==> src/rtl/reg_file.sv <==
// reg_file: 2**ADDR_W x DATA_W register file, two combinational read ports, one write port, reg 0 hardwired to zero.
module reg_file #(
  parameter int DATA_W = 32,
  parameter int ADDR_W = 5
) (
  output logic [DATA_W-1:0] rd_data1,
  output logic [DATA_W-1:0] rd_data2,
  input  logic [DATA_W-1:0] wr_data,
  input  logic [ADDR_W-1:0] rd_addr1,
  input  logic [ADDR_W-1:0] rd_addr2,
  input  logic [ADDR_W-1:0] wr_addr,
  input  logic              wr_en,
  input  logic              clk,
  input  logic              reset
);
  localparam int N = 2 ** ADDR_W;
  logic [DATA_W-1:0] regs_q [N];
  logic [DATA_W-1:0] regs_d [N];
  // An if (not a ternary) so an unknown wr_en falls through as no write.
  always_comb begin
    regs_d = regs_q;
    if (wr_en && wr_addr != '0) regs_d[wr_addr] = wr_data;
    regs_d[0] = '0;
  end
  always_ff @(posedge clk) begin
    if (reset) regs_q <= '{default: '0};
    else regs_q <= regs_d;
  end
  // Index 0 is decoded on the read side so it reads zero even before the first reset.
  assign rd_data1 = (rd_addr1 == '0) ? '0 : regs_q[rd_addr1];
  assign rd_data2 = (rd_addr2 == '0) ? '0 : regs_q[rd_addr2];
endmodule

==> config.mk <==
export PLATFORM = sky130hd
export DESIGN_NAME = reg_file
export DESIGN_NICKNAME = d
export VERILOG_FILES = /design/src/rtl/reg_file.sv
export SDC_FILE = /design/constraint.sdc
export NUM_CORES = 2
export LEC_CHECK = 0
export CAP_MARGIN = 20
export CORE_AREA = 2 2 369 280
export DETAILED_ROUTE_END_ITERATION = 10
export DIE_AREA = 0 0 371 282
export GPL_TIMING_DRIVEN = 1
export MAX_ROUTING_LAYER = met4
export PLACE_DENSITY = 0.66
export SYNTH_ARGS = -nofsm -noshare
export SYNTH_HDL_FRONTEND = slang
export SYNTH_SLANG_ARGS = --single-unit
==> constraint.sdc <==
create_clock -name clk -period 3.73 [get_ports clk]
set_input_delay 0.5595 -clock clk [delete_from_list [all_inputs] [get_ports clk]]
set_output_delay 0.5595 -clock clk [all_outputs]
set_load 0.02 [all_outputs]
# ---- Word level (Yosys, flattened, before mapping)
# Cells that the tools add are included.
dict set report op_classes {
  n_reduce_logical 5
  bitwise_logic 3
  n_mux 11
  n_lt_le_gt_ge 4
}
# operator count
set ops {}
lappend ops {{$bwmux 1024} 1}
lappend ops {{$bmux 32 s5} 2}
lappend ops {{$mux 32} 7}
lappend ops {{$demux 32 s5} 1}
lappend ops {{$ge 6x6->1 const B} 3}
lappend ops {{$not 5->6} 3}
lappend ops {{$logic_not 5->1} 2}
lappend ops {{$lt 6x1->1 const B} 1}
lappend ops {{$reduce_bool 5->1} 1}
lappend ops {{$logic_and 1x1->1} 2}
dict set report word_totals {
  wordCells 55
  regBits 1024
  out_inout_bits 64
}

# ---- Depth between registers and ports, before layout
dict set report depth {
  ltp_word 6
  mapped_depth 9
  mapped_depth_nobuf 5
}

# ---- Worst setup path before layout
# No wires, ideal clock.
dict set report synth_timing {
  path_type {in2out}
  startpoint {input port rd_addr2[0]}
  endpoint {output port rd_data2[1]}
  path_stages 8
  arrival_ns 2.301
  path_slack_ns 0.870
  path_buffers 3
  path_cell_list {clkbuf_1 clkbuf_1 buf_2 mux4_2 mux2i_1 nor2_1 a21oi_1 o221ai_1}
}
dict set report synth_between {
  elab_chain_len 5
  elab_cells_between_ends 6
}
# item line
set synth_rtl {}
lappend synth_rtl {{start: declaration} 10} ;# input logic [ADDR_W-1:0] rd_addr2,
lappend synth_rtl {{$not 5->6 (implied by the code)} 31} ;# assign rd_data2 = (rd_addr2 == '0) ? '0 : regs_q[rd_addr2];
lappend synth_rtl {{$bmux 32 s5} 31}
lappend synth_rtl {{$mux 32 (implied by the code) (2 in series)} 31}
lappend synth_rtl {{$mux 32 (*)} 31}
lappend synth_rtl {{end: declaration} 7} ;# output logic [DATA_W-1:0] rd_data2,
# Every way passes the cells marked *; elsewhere a longest branch is shown, timed or not. The select of a mux whose other input is x is not followed.

# ---- Worst setup path after layout
dict set report layout_timing {
  startpoint {input port rd_addr2[4]}
  endpoint {output port rd_data2[12]}
}
# Same word-level chain as after synthesis.

==> flow_summary.json <==
{
  "clock_latency_ns": 0.70,
  "synth_top_area_frac": 0.396,
  "hp-start": "reset",
  "synth_edf_count": 0,
  "grt_max_degree": 121,
  "dieArea_mm2": 0.105,
  "status": "finished, violations left",
  "gr-total-overflow": 0,
  "grt_use_total": 0.404,
  "ant_nets": 0,
  "async_reset_ff_frac": 0,
  "synthCells": 5794,
  "cts_tree": "yes",
  "setup.worst_path.start_class": "primary input",
  "critPathKind": "primary input to output pin",
  "ys_ff_latch": 992,
  "initial_core_util": 0.498,
  "cap_violations": 0,
  "regMostFlops": "regs_q",
  "cts_buffers": 97,
  "drtPass1Iterations": 7,
  "multi_input_area_mm2": 0.0282,
  "cts_hold_buf": 0,
  "dp_hpwl_um": 130000,
  "reg2reg_depth": 2,
  "finalHoldViolations": 0,
  "grt_pass1_wl_um": 301000,
  "io_pins": 114,
  "fmax_mhz": 259,
  "num-nets-final": 5772,
  "post_cts_buffers": 0,
  "crit_fanout": 10,
  "routed_wl_um": 209000,
  "drc_errors": 0,
  "postSynthNetCount": 5844,
  "first_iter_violations": 8556,
  "yosys.cell_count.top_type": "nand2_1",
  "yosys_warnings": 0,
  "reg.largest.list": "regs_q x992",
  "reg2reg_from": "regs_q[3]",
  "area_growth_pct": 15.5,
  "syn-cell-area_mm2": 0.0502,
  "synthFlopType": "dfxtp_1",
  "reg2reg_slack_ns": 2.99,
  "cp-endpoint": "rd_data2[12]",
  "gp_congestion": 0.989,
  "antenna_found_initial": 17,
  "fin_crit_sh": 1.04,
  "synth_top_area_cell": "dfxtp_1",
  "min_period_ns": 3.86,
  "vias": 48000,
  "critical_path.startpoint": "rd_addr2[4]",
  "worst_pin_slew_ns": 0.855,
  "hold_class": "primary input to flop",
  "synth.cells.most_frequent": "nand2_1 (2,082), a21oi_1 (1,038), dfxtp_1 (992)",
  "h-tree-depth": 3,
  "final_cell_count_no_fill": 7157,
  "clock_path_buffers": 3,
  "row_count": 101,
  "skew_ns": 0,
  "placement.io_buffers": 113,
  "setup_ws_ns": -0.134,
  "ir_drop_mv": 0.397,
  "grt_pass1_vias": 44000,
  "root_buffer": "clkbuf_16",
  "postLayoutCoreUtil": 0.575,
  "dp_cells": 6956,
  "p_leak_nw": 19.2,
  "seqCellArea_mm2": 0.0199,
  "n_fill_cell": 8701,
  "setup_viol": 7,
  "die_w_um": 371,
  "clock-sinks": 992,
  "synth_cell_types": 37,
  "drive_gt1_frac": 0.189,
  "finalSetupTns_ns": -0.398,
  "coreArea_mm2": 0.101,
  "arrival_ns": 3.30,
  "critical_path.reg2reg.endpoint": "regs_q[3]",
  "violations": "negative setup slack",
  "ys_seq_area_frac": 0.396,
  "final_max_slew_viol_count": 0,
  "path_clk_slew_ns": 0.06,
  "power.density_mw_per_mm2": 411,
  "die_y_um": 282,
  "required_ns": 3.17,
  "routed_wire_length_per_instance_um": 29.3,
  "avgSynthCellArea_um2": 8.66,
  "timing.hold.ws_ns": 0.339,
  "crit_path_end_kind": "output pin",
  "ys_top_cells_by_area": "dfxtp_1 (40%), mux4_2 (19%), nand2_1 (16%)",
  "largest_reg_flops": 992,
  "slew_headroom": 0.430,
  "vias_per_cell": 6.70
}
[worst max-delay path: stages]
cell,delay [ns]
clkdlybuf4s50_1,0.70
nand2_2,0.44
o221ai_1,0.83
clkdlybuf4s50_1,0.75
[routing by layer]
layer / routed length [um] / vias to the layer above / GRT usage
li1: - / 20000 / -
met1: 77900 / 23200 / 0.536
met2: 87000 / 4011 / 0.550
met3: 31800 / 770 / 0.125
met4: 12800 / 0 / 0.214
met5: 0 / - / -
[final cells by class]
type | instances | share of cell area
flip-flops and latches | 992 | 0.343
clock buffers | 135 | 0.0487
well taps | 1339 | 0.0289
multi-input cells | 4203 | 0.487
diodes | 17 | 0.000734
repair buffers | 425 | 0.0815
inverters | 3 | 0.000194
clock inverters | 43 | 0.0104
[power breakdown]
group / total, mW / internal [mW] / switching, mW
logic: 2.25 / 0.784 / 1.46
registers: 10.7 / 10.7 / 0.0627
clock network: 10.8 / 6.26 / 4.55
total: 23.8 / 17.7 / 6.08
[worst min-delay path by stage]
| stage | endpoint | depth (start not counted) |
|---|---|---|
| after global routing | regs_q[686] | 2 |
| after detailed placement | regs_q[46] | 2 |
| after global placement | regs_q[48] | 2 |
| after floorplan | regs_q[812] | 2 |
| after CTS | regs_q[718] | 2 |
| final | regs_q[718] | 2 |
[cells in the final DEF (no fill, tap or decap), types with 4 or more instances in the layout]
cell	n
dlymetal6s2s_1	5
nor2_1	38
buf_16	5
a211oi_1	18
a22oi_1	32
clkbuf_16	101
nor3_2	4
nor3_1	44
nor2_4	29
a21oi_1	1038
nor2b_1	41
o221ai_1	31
clkdlybuf4s50_1	87
nand3_1	4
buf_4	226
o22ai_1	38
or3b_2	4
buf_12	89
mux2_2	95
bufinv_16	14
a31oi_1	15
diode_2	17
nand3b_1	4
nand2_2	32
a221oi_1	32
mux2i_1	135
o211ai_1	12
buf_8	7
clkbuf_1	16
clkbuf_8	20
mux4_1	9
nand2_1	2050
clkinv_2	19
clkinvlp_4	7
mux4_2	425
o21ai_0	45
dfxtp_1	992
[kinds of logic (layout without fill, tap and decap cells)]
family,after synthesis,after routing,share of synthesized area
and+or+nand+nor,2271,2271,0.175
muxes,664,664,0.244
other,0,17,0
buffers and inverters,599,606,0.0492
DFF,992,992,0.396
AOI/OAI and AO/OA,1268,1268,0.136
[timing repair]
action                                  CTS  global route
cloned                                    0             1
resized for setup                         3            13
endpoints found under the setup margin    3            12
[through the flow]
step	instance area, um^2	total power, mW	setup slack [ns]
after floorplan	50200	12.2	0.870
after global placement	54200	13.1	-0.110
after detailed placement	54300	13.1	-0.0529
after CTS	57700	23.6	0.0158
after global routing	57900	24.3	-0.00853
final	57900	23.8	-0.134
No activity file was read; power rests on OpenSTA's default activity.
